<file path="src/rtl/life_pattern_loader.sv">
// Purpose: parses an ASCII Life pattern ('#' live, '.' dead, '\n' next row) into a flat grid bitmap.
// Latency: one character per cycle; done/load_pulse/error are registered on the accepting edge of the final or faulty character.
// Backpressure: in_ready is high only while loading; it is a pure function of registered state, never of in_valid.
module life_pattern_loader #(
    parameter int WIDTH  = 20,
    parameter int HEIGHT = 20
) (
    input  logic                               clock,
    input  logic                               reset,
    input  logic                               start,
    input  logic                               in_valid,
    input  logic [7:0]                         in_data,
    input  logic                               in_last,
    output logic                               in_ready,
    output logic [WIDTH*HEIGHT-1:0]            init,
    output logic                               busy,
    output logic                               done,
    output logic                               load_pulse,
    output logic                               error,
    output logic [1:0]                         err_code,
    output logic [$clog2(HEIGHT+1)-1:0]        err_row,
    output logic [$clog2(WIDTH+1)-1:0]         err_col
);

    localparam int CELL_NUM = WIDTH * HEIGHT;
    localparam int RW       = $clog2(HEIGHT + 1);
    localparam int CW       = $clog2(WIDTH + 1);
    localparam int IW       = (CELL_NUM > 1) ? $clog2(CELL_NUM) : 1;

    localparam logic [RW-1:0] ROW_FULL = RW'(HEIGHT);
    localparam logic [CW-1:0] COL_FULL = CW'(WIDTH);

    localparam logic [7:0] CH_SET  = 8'h23;  // '#'
    localparam logic [7:0] CH_CLR  = 8'h2E;  // '.'
    localparam logic [7:0] CH_NL   = 8'h0A;  // '\n'

    localparam logic [1:0] ERR_NONE = 2'd0;
    localparam logic [1:0] ERR_CHAR = 2'd1;
    localparam logic [1:0] ERR_COL  = 2'd2;
    localparam logic [1:0] ERR_ROW  = 2'd3;

    typedef enum logic [1:0] {IDLE, LOAD, DONE, ERR} state_t;

    state_t          state;
    logic [RW-1:0]   row;
    logic [CW-1:0]   col;
    logic [IW-1:0]   idx;
    logic            is_cell;
    logic [1:0]      fault;

    // Classify the presented character and decide whether it would abort the load.
    // Row overflow is checked before column overflow so a full grid reports the row.
    always_comb begin
        idx     = IW'(row) * IW'(WIDTH) + IW'(col);
        is_cell = (in_data == CH_SET) || (in_data == CH_CLR);
        fault   = ERR_NONE;
        if (is_cell) begin
            if (row == ROW_FULL) begin
                fault = ERR_ROW;
            end else if (col == COL_FULL) begin
                fault = ERR_COL;
            end
        end else if (in_data != CH_NL) begin
            fault = ERR_CHAR;
        end
    end

    // Load state machine: all outputs are registered here; start restarts from any state.
    always_ff @(posedge clock) begin
        if (reset) begin
            state      <= IDLE;
            init       <= '0;
            row        <= '0;
            col        <= '0;
            in_ready   <= 1'b0;
            busy       <= 1'b0;
            done       <= 1'b0;
            load_pulse <= 1'b0;
            error      <= 1'b0;
            err_code   <= ERR_NONE;
            err_row    <= '0;
            err_col    <= '0;
        end else begin
            load_pulse <= 1'b0;
            if (start) begin
                state    <= LOAD;
                init     <= '0;
                row      <= '0;
                col      <= '0;
                in_ready <= 1'b1;
                busy     <= 1'b1;
                done     <= 1'b0;
                error    <= 1'b0;
                err_code <= ERR_NONE;
                err_row  <= '0;
                err_col  <= '0;
            end else if (state == LOAD && in_valid) begin
                if (fault != ERR_NONE) begin
                    // Abort: keep bits already written, record where it went wrong.
                    state    <= ERR;
                    in_ready <= 1'b0;
                    busy     <= 1'b0;
                    error    <= 1'b1;
                    err_code <= fault;
                    err_row  <= row;
                    err_col  <= col;
                end else begin
                    if (is_cell) begin
                        if (in_data == CH_SET) begin
                            init[idx] <= 1'b1;
                        end
                        col <= col + CW'(1);
                    end else begin
                        // Newline: saturate so extra blank lines are harmless.
                        row <= (row == ROW_FULL) ? row : row + RW'(1);
                        col <= '0;
                    end
                    if (in_last) begin
                        state      <= DONE;
                        in_ready   <= 1'b0;
                        busy       <= 1'b0;
                        done       <= 1'b1;
                        load_pulse <= 1'b1;
                    end
                end
            end
        end
    end

endmodule

</file>
<file path="config.mk">
export PLATFORM = sky130hd
export DESIGN_NAME = life_pattern_loader
export DESIGN_NICKNAME = d
export VERILOG_FILES = /design/src/rtl/life_pattern_loader.sv
export SDC_FILE = /design/constraint.sdc
export NUM_CORES = 1
export LEC_CHECK = 0
export CORE_MARGIN = 2
export CORE_UTILIZATION = 47
export CTS_CLUSTER_SIZE = 20
export DETAILED_ROUTE_END_ITERATION = 16
export GPL_ROUTABILITY_DRIVEN = 0
export PLACE_DENSITY = 0.77
export SYNTH_ARGS = -nofsm -noshare
export SYNTH_HDL_FRONTEND = slang
export SYNTH_SLANG_ARGS = --single-unit
</file>
<file path="constraint.sdc">
create_clock -name clock -period 4.4 [get_ports clock]
set_clock_uncertainty 0.15 [all_clocks]
set_input_delay 0.88 -clock clock [delete_from_list [all_inputs] [get_ports clock]]
set_output_delay 0.88 -clock clock [all_outputs]
set_load 0.02 [all_outputs]
</file>
==> flow_summary.yaml, run 1 <==
clocking:
  cts_hold_buf: 0
  tritoncts: "yes"
  cts_buffers: 42
  post-cts-setup-buffers: 0
  cts-root-buf: "clkbuf_16"
  cts_sinks: 428
  clkTransAtPathRegs_ns: 0.06
  cts.htree.levels: 2
  cts_buffer_depth: 3
  insertion_delay_ns: 0.52
  cts_resized: 0
floorplan:
  placementRows: 64
  fp.dieW_um: 180
  core_mm2: 0.0305
  die-height_um: 180
  start_util: 0.476
  die-area_mm2: 0.0323
  boundaryPins: 430
routing:
  ant_nets: 0
  drt-wirelength-per-cell_um: 20.1
  drt-vias-per-instance: 5.44
  wl_mm: 49.5
  drc: 0
  vias: 13400
  dr.pass1.iters: 5
  dr.first_iter.drc_count: 1165
worst_setup_path:
  arrival_ns: 4.02
  setup.worst_path.class: "flip-flop to flip-flop"
  ff2ff_path_depth: 9
  crit_fanout: 16
  start_kind: "flip-flop"
  endpoint_kind: "flip-flop"
  regToRegEndpoint: "init[160]"
  r2r_start: "row[1]"
  required_ns: 4.68
  rrSetupSlack_ns: 0.66
yosys:
  synthCells: 1652
  synthDistinctLibCells: 55
  synth_area_per_cell_um2: 8.79
  yosysSeqAreaShare: 0.590
  syn_nets: 1682
  synth_edf_count: 0
  synth-main-ff-cell: "dfxtp_1"
  netlist_area_mm2: 0.0145
  ys_ff_latch: 428
  yosysWarnings: 0
  synth-async-reset-ratio: 0
layout:
  layout_commonest_cell: "nand2_1"
  fin_cells: 2461
  final_nets: 2075
  finalInstanceArea_mm2: 0.0204
  drive_gt1_frac: 0.0528
  fin_util: 0.667
  area_growth_pct: 40.2
  num-fill-cells: 2472
  diodes: 0
  mostFrequentLayoutCells: "nand2_1, clkdlybuf4s50_1, dfxtp_1"
placed_design:
  place_ws_ns: 0.603
  portBuffers: 429
  dp.cells: 2397
  dpl_cell_area_mm2: 0.0191
  dp_hpwl_mm: 34.8
global_routing:
  grt_pass1_vias: 12700
  gr-usage-all-layers: 0.294
  grt_max_degree: 206
  antenna_found_initial: 0
  overflow: 0
  grt_first_pass_wirelength_mm: 75.1
pwr:
  power.leakage_uw: 0.00700
  max-vdd-ir-drop_mv: 0.359
  pwr_density_cell_mw_per_mm2: 365
status:
  status: "finished, final reports clean"
worst_hold_path:
  hold_class: "flip-flop to flip-flop"
  hold_start: "init[189]"
  worstHoldEndpoint: "init[189]"
  hold_path_depth: 2
sta:
  final-max-slew-violation-count: 0
  slew_headroom: 0.317
  layout_setup_ws_ns: 0.660
  tns_ns: 0
  max_freq_mhz: 267
  period_share: 0.850
  fin_crit_ns: 3.74
  finalSetupViolations: 0
  hold_violations: 0
  rsz0062_at_grt: "no"
  worstMarginPinSlew_ns: 1.02
flow_run:
  cap_violations: 0
==> worst max-delay path: stages, from the launching register on <==
cell and delay [ns]:
dfxtp_1 0.51, ha_1 0.30, ha_1 0.23, fa_1 0.43, xor2_1 0.58, o211ai_1 0.19, o41a_1 0.15, mux2i_1 0.32
nand2_1 0.46, o21ai_0 0.31
==> per-layer routing <==
metal	wire length [um]	global-route usage	up-vias
li1	-	-	6289
met1	19500	0.353	6409
met2	24000	0.510	581
met3	3890	0.0660	117
met4	2110	0.117	0
met5	0	0	-
==> how the worst max path moves through the flow <==
stage	from	slack (ns)	to	cells after the start
5_1_grt	row[1]	0.38	init[178]	9
3_3_place_gp	in_data[4]	0.59	init[234]	7
6_report	row[1]	0.66	init[160]	9
3_5_place_dp	in_data[4]	0.60	init[254]	7
2_1_floorplan	row[1]	1.31	init[262]	11
4_1_cts	row[1]	0.68	init[178]	9
==> cell type report <==
class                           count  area (um^2)  share of cell area
Inverter                            9         33.8             0.00166
Multi-Input combinational cell   1118         5520               0.271
Clock buffer                       60         1220              0.0599
Sequential cell                   428         8570               0.421
Clock inverter                      4         73.8             0.00363
Timing Repair Buffer              446         4450               0.218
Tap cell                          396          495              0.0243
==> state kept, by name (all words and copies together), names as in the netlist <==
name and flops:
err_code 2, busy 1, done 1, err_col 5, error 1, init 400
state 2, col 5, load_pulse 1, err_row 5, row 5
==> power breakdown <==
group          switching [uW]  internal [uW]
Combinational            84.3           27.3
Clock                    1420           2020
Sequential               1.49           3880
==> synth_stat cells (9+ instances only) <==
master,number,area [um^2]
mux2i_1,15,150
nor2_1,55,206
a21oi_1,12,60.1
dfxtp_1,428,8570
nand4_1,10,62.6
nor3_1,14,70.1
clkbuf_1,81,304
nand3_1,13,65.1
o21ai_0,358,1790
inv_1,9,33.8
o21ai_1,29,145
ha_1,15,188
buf_2,10,50.1
o21ai_2,20,175
nand2_1,494,1850
==> metrics by stage <==
step / hold slack (ns) / power, uW
2_1_floorplan: 0.271 / 4040
3_3_place_gp: 0.281 / 4070
6_report: 0.295 / 7430
4_1_cts: 0.299 / 7470
3_5_place_dp: 0.291 / 4070
5_1_grt: 0.313 / 7620
==> logic make-up (layout without fill, tap and decap cells) <==
logic type / after synthesis / after routing / share of synthesized area
AOI/OAI and AO/OA: 440 / 440 / 0.164
xor gates and xnor gates: 16 / 16 / 0.0102
adders and majority gates: 17 / 17 / 0.0157
buffers and inverters: 106 / 519 / 0.0315
DFF: 428 / 428 / 0.590
muxes: 15 / 15 / 0.0103
and+or+nand+nor: 630 / 630 / 0.179
(Power assumes the default switching activity.)
==> run 2, diff against run 1 <==
--- a/config.mk
+++ b/config.mk
@@ -6,11 +6,11 @@
 export NUM_CORES = 1
 export LEC_CHECK = 0
 export CORE_MARGIN = 2
-export CORE_UTILIZATION = 47
+export CORE_UTILIZATION = 42
 export CTS_CLUSTER_SIZE = 20
 export DETAILED_ROUTE_END_ITERATION = 16
 export GPL_ROUTABILITY_DRIVEN = 0
-export PLACE_DENSITY = 0.77
+export PLACE_DENSITY = 0.72
 export SYNTH_ARGS = -nofsm -noshare
 export SYNTH_HDL_FRONTEND = slang
 export SYNTH_SLANG_ARGS = --single-unit
==> constraint.sdc (replaced) <==
create_clock -name clock -period 3.4 [get_ports clock]
set_clock_uncertainty 0.15 [all_clocks]
set_input_delay 0.68 -clock clock [delete_from_list [all_inputs] [get_ports clock]]
set_output_delay 0.68 -clock clock [all_outputs]
set_load 0.02 [all_outputs]
==> flow_summary.yaml, run 2 (synthesized netlist as in run 1, its figures left out) <==
floorplan:
  boundaryPins: 430
  placementRows: 68
  die-area_mm2: 0.0361
  core_mm2: 0.0343
  fp.dieW_um: 190
  die-height_um: 190
  start_util: 0.423
layout:
  largest_register_ffs: 400
  mostFrequentLayoutCells: "nand2_1, clkdlybuf4s50_1, dfxtp_1"
  diodes: 0
  area_growth_pct: 43.2
  drive_gt1_frac: 0.0734
  layout_commonest_cell: "nand2_1"
  regMostFlops: "init"
  final_nets: 2109
  fin_cells: 2568
global_routing:
  grt_first_pass_wirelength_mm: 76.4
  gr-usage-all-layers: 0.273
  grt_pass1_vias: 13000
  overflow: 0
  grt_max_degree: 221
  antenna_found_initial: 0
clocking:
  clkTransAtPathRegs_ns: 0.06
  cts.htree.levels: 2
  cts-root-buf: "clkbuf_16"
  tritoncts: "yes"
  cts_buffers: 43
  cts_sinks: 428
  insertion_delay_ns: 0.54
  cts_hold_buf: 0
  cts_buffer_depth: 3
  post-cts-setup-buffers: 0
sta:
  finalSetupViolations: 0
  fin_crit_ns: 3.30
  layout_setup_ws_ns: 0.0951
  period_share: 0.972
  max_freq_mhz: 303
  worstMarginPinSlew_ns: 1.01
  rsz0062_at_grt: "no"
  hold_violations: 0
  slew_headroom: 0.324
  tns_ns: 0
  final-max-slew-violation-count: 0
routing:
  drt-vias-per-instance: 5.19
  ant_nets: 0
  drt-wirelength-per-cell_um: 19.8
  vias: 13300
  wl_mm: 50.8
  dr.pass1.iters: 5
  dr.first_iter.drc_count: 898
  drc: 0
worst_setup_path:
  rrSetupSlack_ns: 0.1
  cp.depth: 8
  start_kind: "flip-flop"
  setup.worst_path.class: "flip-flop to flip-flop"
  regToRegEndpoint: "init[5]"
  crit_buf_inv: 0
  endpoint_kind: "flip-flop"
  max_stage_delay_ns: 0.77
  arrival_ns: 3.53
  cp_top_family: "compound AO/OA/AOI/OAI gates"
  r2r_start: "row[1]"
  cpMostUsedCell: "ha_1"
  cp-endpoint: "init[5]"
  crit_fanout: 16
  ff2ff_path_depth: 8
  required_ns: 3.63
  slowest_stage: "a21oi_2"
  startpoint: "row[1]"
  worstPathCellList: "ha_1, ha_1, fa_2, xor2_1, or3_1, nor3_1, a21oi_2, o21ai_0"
pwr:
  max-vdd-ir-drop_mv: 0.433
  p_comb_frac: 0.016
  power_frac_clock: 0.473
  power.leakage_uw: 0.00720
  switching_share: 0.211
  power.internal_uw: 7750
  pwr-share-seq: 0.511
  pwr_density_cell_mw_per_mm2: 472
  power_uw: 9810
  netSwitchingPower_uw: 2070
flow_run:
  cap_violations: 0
placed_design:
  dp_hpwl_mm: 36.6
  place_ws_ns: 0.0417
  dp.cells: 2489
  portBuffers: 429
status:
  status: "finished, final reports clean"
worst_hold_path:
  hold_class: "flip-flop to flip-flop"
-- run 2: worst reg2reg max path, cell delays in order, from the launching register on --
cell and delay, ns:
dfxtp_1 0.32, ha_1 0.29, ha_1 0.23, fa_2 0.37, xor2_1 0.50, or3_1 0.22
nor3_1 0.10, a21oi_2 0.77, o21ai_0 0.20
-- run 2: area by class of cell --
type | count | area (um^2)
multi-input cells | 1118 | 5540
fillers | 2945 | 13500
clock inverters | 11 | 100
well taps | 455 | 569
flip-flops and latches | 428 | 8570
clock buffers | 68 | 1290
repair buffers | 479 | 4690
inverters | 9 | 33.8
-- run 2: how the worst min path moves through the flow --
| stage | start | end | slack, ns | cells after the start |
|---|---|---|---|---|
| 3_5_place_dp | init[30] | init[30] | 0.29 | 2 |
| 5_1_grt | init[170] | init[170] | 0.31 | 2 |
| 6_report | init[30] | init[30] | 0.29 | 2 |
| 3_3_place_gp | state[1] | state[1] | 0.28 | 2 |
| 4_1_cts | init[30] | init[30] | 0.30 | 2 |
| 2_1_floorplan | state[1] | state[1] | 0.27 | 2 |
-- run 2: repair_timing --
item	in CTS	in global routing
setup endpoints to repair	0	34
hold endpoints to repair	0	0
resized for setup	0	3
-- run 2: routing by layer --
| metal | up-vias | part of all wire | track usage | routed length [um] |
|---|---|---|---|---|
| met4 | 0 | 0.043 | 0.109 | 2180 |
| met2 | 525 | 0.48 | 0.470 | 24300 |
| met3 | 122 | 0.083 | 0.0708 | 4240 |
| met5 | - | 0 | 0 | 0 |
| met1 | 6327 | 0.39 | 0.325 | 20000 |
| li1 | 6362 | - | - | - |
-- run 2: through the flow --
step	utilization	area (um^2)	hold slack, ns
after floorplan	-	14500	0.271
after global placement	0.566	19400	0.281
after detailed placement	0.566	19400	0.290
after CTS	0.606	20800	0.298
after global routing	0.606	20800	0.310
final	0.606	20800	0.294
-- run 2: power groups by stage --
stage | Sequential, uW | Combinational, uW | Clock (uW)
finish | 5020 | 153 | 4640
global route | 5020 | 166 | 4930
CTS | 5020 | 153 | 4700
detailed placement | 5130 | 152 | 0
global placement | 5130 | 150 | 0
floorplan | 5130 | 102 | 0
